==> src/rtl/reg_file_32x32.sv <==
`default_nettype none
// ============================================================================
// Module   : rf_mux32
// Purpose  : Single-bit 32:1 multiplexer. One instance per bit lane per read
//            port of the register file.
// Revision : 1.0 - initial release
// ============================================================================
module rf_mux32 (
    input  logic [31:0] d_i,
    input  logic [4:0]  sel_i,
    output logic        y_o
);

    assign y_o = d_i[sel_i];

endmodule

// ============================================================================
// Module   : reg_file_32x32
// Purpose  : 32 x WIDTH MIPS32 general-purpose register file. One synchronous
//            write port, two combinational read ports built from per-bit
//            32:1 muxes, optional same-cycle write->read forwarding.
//            Register 0 is hardwired to zero.
// Revision : 1.0 - initial release
// ============================================================================
module reg_file_32x32 #(
    parameter int WIDTH  = 32,
    parameter bit BYPASS = 1'b1
) (
    input  logic             clk,
    input  logic             rst,
    input  logic             we,
    input  logic [4:0]       waddr,
    input  logic [WIDTH-1:0] wdata,
    input  logic [4:0]       raddr1,
    input  logic [4:0]       raddr2,
    output logic [WIDTH-1:0] rdata1,
    output logic [WIDTH-1:0] rdata2
);

    // Only registers 1..31 hold state; index 0 is a constant zero lane.
    logic [WIDTH-1:0] regs_q [1:31];
    logic [WIDTH-1:0] regs_d [1:31];

    // Bit b of every register, gathered as the data input of lane b's muxes.
    logic [31:0]      lane_w [WIDTH];

    logic [WIDTH-1:0] mux1_w;
    logic [WIDTH-1:0] mux2_w;
    logic             fwd1_w;
    logic             fwd2_w;

    // Next-state: only the addressed register takes the write data.
    always_comb begin
        for (int i = 1; i < 32; i++) begin
            regs_d[i] = regs_q[i];
            if (we && (waddr == 5'(i))) begin
                regs_d[i] = wdata;
            end
        end
    end

    // Storage update; reset wins over any write in the same cycle.
    always_ff @(posedge clk) begin
        for (int i = 1; i < 32; i++) begin
            if (rst) begin
                regs_q[i] <= '0;
            end else begin
                regs_q[i] <= regs_d[i];
            end
        end
    end

    // Transpose registers into per-bit mux inputs; input 0 is tied low.
    always_comb begin
        for (int b = 0; b < WIDTH; b++) begin
            lane_w[b] = '0;
            for (int r = 1; r < 32; r++) begin
                lane_w[b][r] = regs_q[r][b];
            end
        end
    end

    generate
        for (genvar b = 0; b < WIDTH; b++) begin : g_bit
            rf_mux32 u_mux_rd1 (
                .d_i   (lane_w[b]),
                .sel_i (raddr1),
                .y_o   (mux1_w[b])
            );
            rf_mux32 u_mux_rd2 (
                .d_i   (lane_w[b]),
                .sel_i (raddr2),
                .y_o   (mux2_w[b])
            );
        end
    endgenerate

    // Forwarding is only legal for a real write: no reset, non-zero target.
    generate
        if (BYPASS) begin : g_bypass
            assign fwd1_w = we && !rst && (waddr != 5'd0) && (waddr == raddr1);
            assign fwd2_w = we && !rst && (waddr != 5'd0) && (waddr == raddr2);
        end else begin : g_no_bypass
            assign fwd1_w = 1'b0;
            assign fwd2_w = 1'b0;
        end
    endgenerate

    assign rdata1 = fwd1_w ? wdata : mux1_w;
    assign rdata2 = fwd2_w ? wdata : mux2_w;

endmodule
`default_nettype wire

==> config.mk <==
export PLATFORM = sky130hd
export DESIGN_NAME = reg_file_32x32
export DESIGN_NICKNAME = d
export VERILOG_FILES = /design/src/rtl/reg_file_32x32.sv
export SDC_FILE = /design/constraint.sdc
export NUM_CORES = 2
export LEC_CHECK = 0
export ABC_AREA = 1
export BUFFER_PORTS_ARGS = -buffer_cell sky130_fd_sc_hd__buf_2
export CORE_MARGIN = 10
export CORE_UTILIZATION = 30
export CTS_BUF_LIST = sky130_fd_sc_hd__clkbuf_2 sky130_fd_sc_hd__clkbuf_4 sky130_fd_sc_hd__clkbuf_8
export CTS_CLUSTER_SIZE = 28
export DETAILED_ROUTE_END_ITERATION = 8
export PLACE_DENSITY = 0.43
export SLEW_MARGIN = 40
export SYNTH_ARGS = -nofsm -noshare
export SYNTH_HDL_FRONTEND = slang
export SYNTH_SLANG_ARGS = --single-unit
==> constraint.sdc <==
create_clock -name clk -period 4.5 [get_ports clk]
set_clock_uncertainty 0.2 [all_clocks]
set_input_delay 0.9 -clock clk [delete_from_list [all_inputs] [get_ports clk]]
set_output_delay 0.9 -clock clk [all_outputs]
set_load 0.02 [all_outputs]
==> summary.txt <==
Setup path
  – Startpoint kind of the worst setup timing path: input pin
  – Flop2flop setup slack: around 3.6 ns
  – WP data required: between 3 and 4 ns
  – Start-to-end type of the worst setup path: input pin to primary output
  – Critical path fanouts, max: 38
  – Arrival time reported for the critical path endpoint: about 3.2 ns
  – Critical Path End Type: primary output

Floorplanning
  – Number of top-level design ports: ~110
  – Placeable core region: 190000 µm²
  – Area of the die: roughly 210000 µm²
  – Die Ht: around 460 µm
  – Placement row count: 160
  – Floorplan die width: approximately 460 µm
  – Starting density of the core: between 30% and 40%

Final layout
  – Filler cell count: 20600
  – Flip-flop and latch area: a little under 20000 µm²
  – Fraction of layout instances using a drive strength above 1: 9.15%
  – Final layout net count: around 8900
  – Flip-flop count of the largest register, all copies and words added: between 900 and 1000
  – Area added between synthesis and finish: 13.4%
  – Area of the multi-input gates: 30500 µm²
  – Cell area after layout: 65100 µm²
  – Top Registers: regs_q (992)
  – Register bank with the most flops: regs_q

Timing
  – Post-route setup TNS: 0 ns
  – Final count of hold timing violations: 0
  – Max-Slew Margin vs Limit: 41.5%
  – Max frequency: 0.233 GHz
  – Post-Route Hold Slack: approximately 0.12 ns
  – Final Cycle Share: around 95%
  – Smallest setup slack after layout: 0.215 ns
  – Final critical delay including setup and external delays: 4.28 ns
  – Unrepaired setup endpoints after global routing: no
  – Max Slew Vio Count: 0
  – Final number of setup-violating endpoints: 0
  – Tightest Pin Transition: around 0.88 ns

Placement
  – Port Buffers: about 110
  – Half-perimeter wire length of the detailed placement result: around 160 mm
  – Placement-stage cell area: a little over 60000 µm²
  – Final weighted congestion in routability-driven placement: 0.843
  – Post-place setup slack: between 0.4 and 0.5 ns

Logic synthesis
  – Number of enable flip-flop cells after synthesis: 0
  – Area leader, netlist: dfxtp_1
  – Count of warnings emitted by yosys: 0
  – Count of distinct cell types in the synthesized netlist: 24
  – Main area contributors after synthesis: dfxtp_1, nand3_1, nand2_1, a211oi_1, nor2_1
  – Library cell with the highest instance count after synthesis: nand2_1
  – Area share of the leading cell type in the synthesized netlist: about 35%
  – Most frequently used flop master after synthesis: dfxtp_1
  – Syn Inst Count: slightly above 9000
  – Most frequent cells after synthesis: nand2_1, nand3_1, dfxtp_1
  – Syn_nets: a little over 9000
  – Seq/Total Area, Yosys: 34.6%
  – Post-synthesis area per instance: about 6.3 µm²
  – Synthesized area: approximately 57000 µm²
  – Number of flip-flops and latches in the synthesized netlist: 992
  – Share of synthesized registers carrying an async set or reset: 0%

Global routing
  – Total routing resource utilization after global routing: between 20% and 30%
  – Global-route wire length before repair: between 400 and 500 mm
  – Number of global-route vias before repair: a little under 60000
  – Pin count of the biggest net entering global routing: roughly 140
  – Total congestion overflow: 0
  – Antenna violations before repair: 9

Min path
  – Hold WC Path Type: input pin to flop

Detailed routing
  – Remaining design rule violation count: 0
  – Via/cell ratio: 5.34
  – Detailed Route Iter0 Violations: 6411
  – Total Routed Length: ~280 mm
  – Routed vias: ~62000
  – TritonRoute pass-1 iters: 8
  – Per-cell routed wire length: 23.9 µm
  – Residual antenna-violating net count after detailed routing: 0

CTS
  – Maximum level of the CTS H-tree: 4
  – Clock-pin transition on the worst setup and hold timing paths: ~0.06 ns
  – Root buffer cell: clkbuf_8
  – TritonCTS clock tree: built
  – Sinks on Clock Net: a little under 1000
  – Worst-Skew Late Latency: about 0.95 ns
  – CTS resizes: 0
  – Total clock buffers created by CTS: roughly 190
  – Maximum count of clock buffers along a single path: 3

Power and ir drop
  – Leakage power: ~28 nW
  – Part of the power in the clock network: a little under half
  – Sw power: between 7 and 8 mW
  – Sequential group share of total power: 39.5%
  – Worst-case vdd ir drop: between 0.3 and 0.4 mV
  – Power per unit of standard cell area: between 300 and 400 nW/µm²
  – Internal power: 15.6 mW
  – Combinational share of power: 15.2%
  – Switching share of total power: between 30 and 40%

Status
  – Outcome: finished clean

Flow run
  – Max-Cap Viols: 0
==> timing repair <==
item	in CTS	in global routing
hold buffers	1	0
hold endpoints to repair	20	0
endpoints found under the setup margin	0	0
buffers inserted	0	0
==> layout by cell type, fill, tap and decap left out, types with 63 or more instances in the layout <==
master | netlist | layout
clkbuf_8 | 0 | 252
nand2_1 | 2450 | 2445
inv_1 | 837 | 835
dfxtp_1 | 992 | 992
a21oi_1 | 164 | 164
buf_4 | 15 | 171
clkbuf_4 | 0 | 63
nand3_1 | 1984 | 1984
buf_2 | 362 | 104
a211oi_1 | 824 | 824
buf_12 | 1 | 108
nor2_1 | 964 | 964
==> critical path, cell delays in order <==
cell and delay, ns:
dlygate4sd3_1 0.57, buf_8 0.19, nor2_1 0.23, o31ai_2 0.10, inv_2 0.10, buf_4 0.42, nand3_1 0.13, nand2_1 0.24
buf_2 0.22
==> final timing paths <==
| kind | start | to | depth (start not counted) |
|---|---|---|---|
| hold reg to reg | regs_q[0][220]$_SDFFE_PP0P_ | regs_q[0][220]$_SDFFE_PP0P_ | 2 |
| setup reg to reg | regs_q[0][810]$_SDFFE_PP0P_ | regs_q[0][810]$_SDFFE_PP0P_ | 2 |
| hold / removal | wdata[0] | regs_q[0][224]$_SDFFE_PP0P_ | 3 |
| setup / recovery | rst | rdata2[13] | 9 |
==> logic make-up (layout without fill, tap and decap cells) <==
family,count (synthesis),count (layout),share of synthesized area (%)
buffers and inverters,1745,1602,12.6
other,0,7,0
and+or+nand+nor,5445,5445,40.3
DFF,992,992,34.6
xor gates and xnor gates,6,6,0.0915
AOI/OAI and AO/OA,997,997,12.4
==> cell type report <==
type,count,area share [%]
Antenna cell,7,0.0269
Multi-Input combinational cell,6448,46.8
Clock inverter,39,0.561
Timing Repair Buffer,394,6.31
Sequential cell,992,30.5
Inverter,856,5.01
Tap cell,2511,4.82
Clock buffer,313,6.01
==> through the flow <==
stage	total power, mW	instances	utilization [%]
2_1_floorplan	11.1	9185	-
3_3_place_gp	12.5	11200	31.9
3_5_place_dp	12.5	11200	32.0
4_1_cts	22.8	11600	34.2
5_1_grt	23.4	11600	34.2
6_report	22.6	11600	34.2
==> layer usage <==
layer	vias up	global-route usage, %	wire [µm]
li1	29400	-	-
met4	4	11.2	11700
met3	523	3.73	18900
met5	-	0	25
met2	2424	40.2	124000
met1	29400	33.7	122000
==> power by group through the flow <==
stage	registers [mW]	clock network (mW)	logic (mW)
floorplan	9.11	0	2.01
global placement	9.11	0	3.38
detailed placement	9.11	0	3.38
CTS	8.92	10.5	3.39
global route	8.93	10.8	3.66
finish	8.92	10.2	3.43
(Power assumes the default switching activity.)
